**config.mk**
```make
export PLATFORM = sky130hd
export DESIGN_NAME = flit_sink_mc_flat
export DESIGN_NICKNAME = d
export VERILOG_FILES = /design/src/rtl/flit_sink_mc_if.sv /design/src/rtl/flit_sink_mc.sv /design/src/flat_wrapper.sv
export SDC_FILE = /design/constraint.sdc
export NUM_CORES = 1
export LEC_CHECK = 0
export CAP_MARGIN = 20
export CORE_MARGIN = 8
export CORE_UTILIZATION = 35
export CTS_BUF_LIST = sky130_fd_sc_hd__clkbuf_4
export CTS_CLUSTER_DIAMETER = 80
export DETAILED_ROUTE_END_ITERATION = 7
export PLACE_DENSITY_LB_ADDON = 0.25
export SYNTH_ARGS = -nofsm -noshare
export SYNTH_HDL_FRONTEND = slang
export SYNTH_SLANG_ARGS = --single-unit
```
**constraint.sdc**
```tcl
create_clock -name clk -period 6.8 [get_ports clk]
set_clock_uncertainty 0.2 [all_clocks]
set_input_delay 1.02 -clock clk [delete_from_list [all_inputs] [get_ports clk]]
set_output_delay 1.02 -clock clk [all_outputs]
set_load 0.05 [all_outputs]
```
**src/rtl/flit_sink_mc_if.sv**
```systemverilog
// flit_sink_mc_if: router-to-sink channel bundling the flit input, the credit return and the consumed-flit monitor
//   master: drives flit_valid/head/tail/vc/data; observes credit_* and out_*
//   slave : observes flit_*; drives credit_valid/credit_vc and out_valid/vc/head/tail/data
interface flit_sink_mc_if #(
    parameter int num_vcs = 4,
    parameter int flit_data_width = 64
);
    localparam int vc_w = num_vcs > 1 ? $clog2(num_vcs) : 1;
    logic flit_valid;
    logic flit_head;
    logic flit_tail;
    logic [vc_w-1:0] flit_vc;
    logic [flit_data_width-1:0] flit_data;
    logic credit_valid;
    logic [vc_w-1:0] credit_vc;
    logic out_valid;
    logic [vc_w-1:0] out_vc;
    logic out_head;
    logic out_tail;
    logic [flit_data_width-1:0] out_data;
    modport master (
        output flit_valid, flit_head, flit_tail, flit_vc, flit_data,
        input  credit_valid, credit_vc, out_valid, out_vc, out_head, out_tail, out_data
    );
    modport slave (
        input  flit_valid, flit_head, flit_tail, flit_vc, flit_data,
        output credit_valid, credit_vc, out_valid, out_vc, out_head, out_tail, out_data
    );
endinterface

```
**src/rtl/flit_sink_mc.sv**
```systemverilog
// flit_sink_mc: multi-VC flit sink with per-VC FIFOs, mode-selectable round-robin drain, credit return and framing checks
//   clk, reset      : clock, asynchronous active-high reset
//   bus (slave)     : flit input, credit return, registered consumed-flit monitor
//   consume_mode    : 0 always, 1 random (lfsr[7:0] < consume_thresh), 2 stall, 3 burst 8 on / 8 off
//   consume_thresh  : random-mode threshold
//   flit_count      : saturating count of consumed flits
//   pkt_count       : saturating count of consumed packet tails
//   error           : sticky [0] overflow, [1] framing, [2] bad VC, [3] length
//   Define FLIT_SINK_MC_LEN_CHECK_EN to build the per-VC packet length checker (error[3]).
module flit_sink_mc #(
    parameter int num_vcs = 4,
    parameter int depth_per_vc = 4,
    parameter int flit_data_width = 64,
    parameter int count_width = 32,
    parameter logic [15:0] lfsr_seed = 16'hACE1
) (
    input  logic clk,
    input  logic reset,
    flit_sink_mc_if.slave bus,
    input  logic [1:0] consume_mode,
    input  logic [7:0] consume_thresh,
    output logic [count_width-1:0] flit_count,
    output logic [count_width-1:0] pkt_count,
    output logic [3:0] error
);
    localparam int vc_w = num_vcs > 1 ? $clog2(num_vcs) : 1;
    localparam int aw = $clog2(depth_per_vc);
    typedef enum logic {IDLE, INPKT} frame_t;
    logic [flit_data_width+1:0] mem [num_vcs][depth_per_vc];
    logic [aw:0] wp [num_vcs];
    logic [aw:0] rp [num_vcs];
    frame_t frame [num_vcs];
    logic [num_vcs-1:0] full, empty;
    logic [vc_w-1:0] rr, sel;
    logic [15:0] lfsr;
    logic [3:0] burst;
    logic [1:0] mode_q;
    logic [7:0] thresh_q;
    logic [2:0] err;
    logic vc_ok, push, consume, any, pop;
    logic p_head, p_tail;
    logic [flit_data_width-1:0] p_data;
    logic frame_err, pkt_inc;
    frame_t frame_nxt;
    // Pointers carry one extra wrap bit so full and empty are distinguishable
    always_comb begin
        for (int v = 0; v < num_vcs; v++) begin
            full[v] = (wp[v] - rp[v]) == (aw+1)'(depth_per_vc);
            empty[v] = wp[v] == rp[v];
        end
    end
    assign vc_ok = {1'b0, bus.flit_vc} < (vc_w+1)'(num_vcs);
    assign push = bus.flit_valid && vc_ok && !full[bus.flit_vc];
    assign consume = mode_q == 2'd0 || (mode_q == 2'd1 && lfsr[7:0] < thresh_q) || (mode_q == 2'd3 && !burst[3]);
    // Scan downward so the last hit is the first non-empty VC at or after rr
    always_comb begin
        sel = rr;
        any = 1'b0;
        for (int i = num_vcs - 1; i >= 0; i--) begin
            if (!empty[(int'(rr) + i) % num_vcs]) begin
                any = 1'b1;
                sel = vc_w'((int'(rr) + i) % num_vcs);
            end
        end
    end
    assign pop = consume && any;
    assign {p_head, p_tail, p_data} = mem[sel][rp[sel][aw-1:0]];
    assign frame_err = p_head ? frame[sel] == INPKT : frame[sel] == IDLE;
    assign pkt_inc = p_tail && (p_head || frame[sel] == INPKT);
    assign frame_nxt = p_tail ? IDLE : p_head ? INPKT : frame[sel];
    always_ff @(posedge clk) begin
        if (push)
            mem[bus.flit_vc][wp[bus.flit_vc][aw-1:0]] <= {bus.flit_head, bus.flit_tail, bus.flit_data};
    end
    always_ff @(posedge clk or posedge reset) begin
        if (reset) begin
            for (int v = 0; v < num_vcs; v++) begin
                wp[v] <= '0;
                rp[v] <= '0;
                frame[v] <= IDLE;
            end
            rr <= '0;
            lfsr <= lfsr_seed;
            burst <= '0;
            mode_q <= '0;
            thresh_q <= '0;
            err <= '0;
            flit_count <= '0;
            pkt_count <= '0;
            bus.credit_valid <= 1'b0;
            bus.credit_vc <= '0;
            bus.out_valid <= 1'b0;
            bus.out_vc <= '0;
            bus.out_head <= 1'b0;
            bus.out_tail <= 1'b0;
            bus.out_data <= '0;
        end else begin
            lfsr <= {1'b0, lfsr[15:1]} ^ (lfsr[0] ? 16'hB400 : 16'h0000);
            burst <= burst + 4'd1;
            mode_q <= consume_mode;
            thresh_q <= consume_thresh;
            err[0] <= err[0] | (bus.flit_valid && vc_ok && full[bus.flit_vc]);
            err[1] <= err[1] | (pop && frame_err);
            err[2] <= err[2] | (bus.flit_valid && !vc_ok);
            for (int v = 0; v < num_vcs; v++) begin
                if (push && bus.flit_vc == vc_w'(v))
                    wp[v] <= wp[v] + (aw+1)'(1);
                if (pop && sel == vc_w'(v)) begin
                    rp[v] <= rp[v] + (aw+1)'(1);
                    frame[v] <= frame_nxt;
                end
            end
            if (pop)
                rr <= sel == vc_w'(num_vcs - 1) ? '0 : sel + vc_w'(1);
            flit_count <= flit_count + count_width'(pop && !(&flit_count));
            pkt_count <= pkt_count + count_width'(pop && pkt_inc && !(&pkt_count));
            bus.out_valid <= pop;
            bus.credit_valid <= pop;
            if (pop) begin
                bus.credit_vc <= sel;
                bus.out_vc <= sel;
                bus.out_head <= p_head;
                bus.out_tail <= p_tail;
                bus.out_data <= p_data;
            end
        end
    end
`ifdef FLIT_SINK_MC_LEN_CHECK_EN
    logic [7:0] len_exp [num_vcs];
    logic [7:0] len_cnt [num_vcs];
    logic [7:0] exp_n, cnt_n;
    logic len_bad, len_err;
    // A head restarts the count; orphan flits in IDLE are framing errors and skip the length check
    assign exp_n = p_head ? (p_data[7:0] == 8'd0 ? 8'd1 : p_data[7:0]) : len_exp[sel];
    assign cnt_n = p_head ? 8'd1 : len_cnt[sel] + 8'd1;
    assign len_bad = (p_head || frame[sel] == INPKT) && (p_tail ? cnt_n != exp_n : cnt_n == exp_n);
    always_ff @(posedge clk or posedge reset) begin
        if (reset) begin
            for (int v = 0; v < num_vcs; v++) begin
                len_exp[v] <= 8'd1;
                len_cnt[v] <= '0;
            end
            len_err <= 1'b0;
        end else if (pop) begin
            len_exp[sel] <= exp_n;
            len_cnt[sel] <= cnt_n;
            len_err <= len_err | len_bad;
        end
    end
    assign error = {len_err, err};
`else
    assign error = {1'b0, err};
`endif
endmodule
```
**src/flat_wrapper.sv**
```systemverilog
// flat-port wrapper written by rule: the top's interface ports become plain ports
module flit_sink_mc_flat 
#(
    parameter int num_vcs = 4,
    parameter int depth_per_vc = 4,
    parameter int flit_data_width = 64,
    parameter int count_width = 32,
    parameter logic [15:0] lfsr_seed = 16'hACE1
)
  (clk, reset, consume_mode, consume_thresh, flit_count, pkt_count, error, bus_flit_valid, bus_flit_head, bus_flit_tail, bus_flit_vc, bus_flit_data, bus_credit_valid, bus_credit_vc, bus_out_valid, bus_out_vc, bus_out_head, bus_out_tail, bus_out_data);
  flit_sink_mc_if #(.num_vcs(num_vcs), .flit_data_width(flit_data_width)) bus_i ();
  input  logic clk;
  input  logic reset;
  input  logic [1:0] consume_mode;
  input  logic [7:0] consume_thresh;
  output logic [count_width-1:0] flit_count;
  output logic [count_width-1:0] pkt_count;
  output logic [3:0] error;
  input wire logic [$bits(bus_i.flit_valid)-1:0] bus_flit_valid;
  input wire logic [$bits(bus_i.flit_head)-1:0] bus_flit_head;
  input wire logic [$bits(bus_i.flit_tail)-1:0] bus_flit_tail;
  input wire logic [$bits(bus_i.flit_vc)-1:0] bus_flit_vc;
  input wire logic [$bits(bus_i.flit_data)-1:0] bus_flit_data;
  output wire logic [$bits(bus_i.credit_valid)-1:0] bus_credit_valid;
  output wire logic [$bits(bus_i.credit_vc)-1:0] bus_credit_vc;
  output wire logic [$bits(bus_i.out_valid)-1:0] bus_out_valid;
  output wire logic [$bits(bus_i.out_vc)-1:0] bus_out_vc;
  output wire logic [$bits(bus_i.out_head)-1:0] bus_out_head;
  output wire logic [$bits(bus_i.out_tail)-1:0] bus_out_tail;
  output wire logic [$bits(bus_i.out_data)-1:0] bus_out_data;
  assign bus_i.flit_valid = bus_flit_valid;
  assign bus_i.flit_head = bus_flit_head;
  assign bus_i.flit_tail = bus_flit_tail;
  assign bus_i.flit_vc = bus_flit_vc;
  assign bus_i.flit_data = bus_flit_data;
  assign bus_credit_valid = bus_i.credit_valid;
  assign bus_credit_vc = bus_i.credit_vc;
  assign bus_out_valid = bus_i.out_valid;
  assign bus_out_vc = bus_i.out_vc;
  assign bus_out_head = bus_i.out_head;
  assign bus_out_tail = bus_i.out_tail;
  assign bus_out_data = bus_i.out_data;
  flit_sink_mc #(.num_vcs(num_vcs), .depth_per_vc(depth_per_vc), .flit_data_width(flit_data_width), .count_width(count_width), .lfsr_seed(lfsr_seed)) u_core (.clk(clk), .reset(reset), .bus(bus_i), .consume_mode(consume_mode), .consume_thresh(consume_thresh), .flit_count(flit_count), .pkt_count(pkt_count), .error(error));
endmodule
```
==> summary.txt, run 1 <==
Final layout
  • # fillers: 13,000
  • Final core utilization: 41.7%
  • Design Area, Final: 59,000 µm²
  • Area growth syn-to-layout: 18.1%
  • Finished Layout Cells: 5,727
  • NumNets Final: 3,690
  • Layout cells sized above 1: 24.0%

Global routing
  • Antenna violations before repair: 13
  • First-pass GRT wire length: 187 mm
  • Total gr overflow: 0
  • Vias in the first global route: 29,000
  • Largest net degree at the start of global routing: 193
  • GRT Util Overall: 15.8%

Timing
  • Part of the cycle the worst path needs: 87.0%
  • Unrepaired setup endpoints after global routing: false
  • Total negative setup slack: 0 ns
  • Max-slew violations: 0
  • Period minus WS final: 5.92 ns
  • Worst rel slew slack: 29.5%
  • Slew @ Worst Pin: 1.06 ns
  • Final Hold Fails: 0
  • Setup-failing EPs final: 0
  • Max Freq: 169 MHz

Routing
  • Top Layer Used: met5
  • DR vias: 28,200
  • M1 WL: 57.3 mm
  • Final ANT Viol Nets: 0
  • DRC viols: 0
  • Final wirelength: 125 mm
  • Drt first pass iters: 4
  • Initial drt markers: 1,702
  • WL/cell: 21.8 µm
  • Met3 WL: 6.24 mm
  • DR vias/cell: 4.92
  • Met2 WL: 58.7 mm

Setup path
  • Worst Path Required: 7.66 ns
  • Worst Setup EP: u_core.pkt_count[30]$_DFF_PP0_
  • CP Max Fanout: 122
  • Reg2reg start: u_core.wp[6]$_DFFE_PP0P_
  • Crit end category: register
  • Critical Path AT: 6.77 ns
  • R2r setup slk: 0.88 ns
  • Reg-to-reg endpoint: u_core.pkt_count[30]$_DFF_PP0_
  • Critical path startpoint: u_core.wp[6]$_DFFE_PP0P_
  • Startpoint types: register
  • Crit Path Class: register to register
  • R2R depth: 19

Place
  • Port buffer count: 218
  • Cell Count Post-Placement: 5,112
  • Final RePlAce weighted congestion: 0.750
  • Post-detail-place hpwl: 63.9 mm
  • DP Area: 54,600 µm²

Synth
  • Seq cells post-synth: 1,251
  • Post-Syn Area per Cell: 16.0 µm²
  • EDFF count, synth: 1,056
  • Async SR Flop Fraction: 15.6%
  • Register area share after synthesis: 73.3%
  • Mapped Cells: 3,120
  • Netlist Area Pre-Place: 50,000 µm²
  • Top FF cell, synth: edfxtp_1
  • Ys Warns: 0
  • Yosys cell types: 50

Pwr
  • Combinational share of power: 49.1%
  • Leak pwr: 20.8 nW
  • Clock Power Share: 20.7%
  • Cell-internal power: 18.9 mW
  • Seq pwr share: 30.1%
  • Sw Ratio: 40.9%
  • Worst ir drop on vdd: 1.03 mV
  • Psw: 13.1 mW
  • Pwr/cell area: 543 nW/µm²

CTS
  • CTS Root Cell: clkbuf_4
  • Clk buf depth: 4
  • TritonCTS clock tree: yes
  • Worst-path clk slew: 0.06 ns
  • Num CTS Buffers: 345
  • Resized Gates After CTS: 0
  • CTS H-Tree Depth: 5
  • Worst skew pair latency: 1.19 ns
  • Clock sinks: 1,251

Min path
  • Worst min path class: register to register

Die
  • Ports: 221
  • Core ar.: 142,000 µm²
  • # rows: 138
  • Initial Util: 35.3%
  • Die W: 394 µm
  • Die area: 155,000 µm²
  • Die Ht: 394 µm

Flow run
  • Total of max-cap violations: 0

Outcome
  • Status: completed
-- Yosys cell counts (20+ instances only) --
cell / number / area (µm²)
dfrtp_1: 187 / 4680
mux2_2: 268 / 3020
buf_4: 20 / 150
buf_2: 76 / 380
edfxtp_1: 1056 / 31700
ha_1: 30 / 375
nand4_1: 21 / 131
mux2i_1: 290 / 2900
xnor2_1: 67 / 587
xor2_1: 24 / 210
nand3_1: 88 / 440
nand2_1: 113 / 424
nor2_1: 300 / 1130
a211oi_1: 257 / 1930
o21ai_1: 72 / 360
inv_1: 26 / 97.6
clkbuf_1: 63 / 236
o21ai_0: 66 / 330
-- final cells by class --
type / instances / area, µm² / share of cell area [%]
clock inverter: 55 / 238 / 0.403
sequential: 1251 / 36600 / 62.0
antenna: 7 / 17.5 / 0.0297
tap: 1890 / 2360 / 4.01
timing repair buffer: 284 / 3020 / 5.11
multi-input combinational: 1671 / 12600 / 21.3
inverter: 26 / 105 / 0.178
clock buffer: 543 / 4080 / 6.91
-- per-layer routing --
layer  up-vias  GRT usage, %
li1      13100             -
met5         -             0
met1     14100          21.3
met4        14          5.57
met2       698          24.9
met3       253          3.76
-- registers in the layout, summed over array words and instances, names as in the netlist, 4 cells and up --
| name | cells |
|---|---|
| u_core.frame | 4 |
| u_core.flit_count | 32 |
| u_core.bus.out_data | 64 |
| u_core.burst | 4 |
| u_core.thresh_q | 8 |
| u_core.lfsr | 16 |
| u_core.wp | 12 |
| u_core.pkt_count | 32 |
| u_core.rp | 12 |
| u_core.mem | 1056 |
-- critical path, cell delays in order, from the launching register on --
cell	delay, ns
dfrtp_1	0.38
inv_1	0.08
ha_1	0.27
nand2_1	0.07
nor2_1	0.26
a2bb2oi_1	0.16
o221ai_4	0.39
buf_12	0.60
mux2i_1	0.24
mux2i_4	0.32
mux2_2	0.42
ha_1	0.25
nor4_2	0.28
ha_1	0.25
ha_1	0.20
nand3_1	0.21
nor3_1	0.42
nor2b_1	0.35
nand3_1	0.15
xnor2_1	0.14
-- stage by stage --
| step | hold WS (ns) | setup WS, ns | total power [mW] |
|---|---|---|---|
| after floorplan | 0.131 | 0.281 | 21.5 |
| after global placement | 0.138 | 0.931 | 25.7 |
| after detailed placement | 0.142 | 0.866 | 25.8 |
| after CTS | 0.0170 | 0.839 | 32.5 |
| after global routing | 0.115 | 0.397 | 34.1 |
| final | 0.143 | 0.883 | 32.0 |
-- cells by family (layout without fill, tap and decap cells) --
kind of cell	after synthesis	in the layout	share of synthesized area [%]
AO/OA/AOI/OAI	414	414	5.55
AND/OR/NAND/NOR	571	571	4.89
other	1	9	0.00751
buffers and inverters	199	908	1.90
flip-flops	1251	1251	73.3
adder cells (fa/ha/maj)	30	30	0.751
XOR/XNOR	91	91	1.60
multiplexers	563	563	12.0
-- power by group through the flow --
stage | combinational, mW | clock (mW) | sequential (mW)
final | 15.7 | 6.64 | 9.65
after floorplan | 11.0 | 0 | 10.5
after CTS | 16.0 | 6.90 | 9.66
after global placement | 15.9 | 0 | 9.80
after global routing | 17.1 | 7.30 | 9.72
after detailed placement | 15.9 | 0 | 9.81
-- cells in the final DEF, fill, tap and decap left out, types with 4 or more instances in the layout --
cell             netlist  final
dlygate4sd3_1          0     10
ha_1                  30     30
nand2_1              113    113
xnor2_1               67     67
nand4_1               21     21
nor2b_1                7      6
mux2_2               268    268
clkinv_2               0      4
edfxtp_1            1056   1056
nand2b_1               4      4
and3_1                 8      8
diode_2                0      7
o21ai_0               66     66
dfrtp_1              187    187
a211oi_1             257    257
buf_4                 20     31
nor2_1               300    284
dfstp_2                8      8
nor2_4                 0     17
and4_1                 5      5
buf_12                 0     25
clkinv_1               0     44
a21oi_1                5      5
xor2_1                24     24
mux2i_1              290    289
nor3_1                10     10
inv_1                 26     25
clkdlybuf4s50_1        0    218
inv_2                  0      6
clkbuf_4               0    543
nand3_1               88     88
o21ai_1               72     72
-- worst min path at each step --
| stage | start | end | slack, ns | depth (start not counted) |
|---|---|---|---|---|
| 2_1_floorplan | u_core.lfsr[9]$_DFF_PP0_ | u_core.lfsr[8]$_DFF_PP0_ | 0.13 | 0 |
| 6_report | u_core.lfsr[9]$_DFF_PP0_ | u_core.lfsr[8]$_DFF_PP0_ | 0.14 | 0 |
| 3_3_place_gp | u_core.lfsr[12]$_DFF_PP0_ | u_core.lfsr[11]$_DFF_PP1_ | 0.14 | 0 |
| 3_5_place_dp | u_core.lfsr[8]$_DFF_PP0_ | u_core.lfsr[7]$_DFF_PP1_ | 0.14 | 0 |
| 5_1_grt | reset | u_core.pkt_count[19]$_DFF_PP0_ | 0.11 | 2 |
| 4_1_cts | reset | u_core.pkt_count[25]$_DFF_PP0_ | 0.02 | 2 |
-- timing repair --
action	4_1_cts	5_1_grt
setup buffers	0	0
endpoints found under the hold margin	10	0
hold buffers	10	0
(Power assumes the default switching activity.)
==> run 2: changes to the inputs <==
--- a/config.mk
+++ b/config.mk
@@ -11,6 +11,7 @@
 export CTS_BUF_LIST = sky130_fd_sc_hd__clkbuf_4
 export CTS_CLUSTER_DIAMETER = 80
 export DETAILED_ROUTE_END_ITERATION = 7
+export GPL_ROUTABILITY_DRIVEN = 0
 export PLACE_DENSITY_LB_ADDON = 0.25
 export SYNTH_ARGS = -nofsm -noshare
 export SYNTH_HDL_FRONTEND = slang
==> results of run 2 <==
Same layout as run 1: the final DEF is identical, and so are final timing and power.
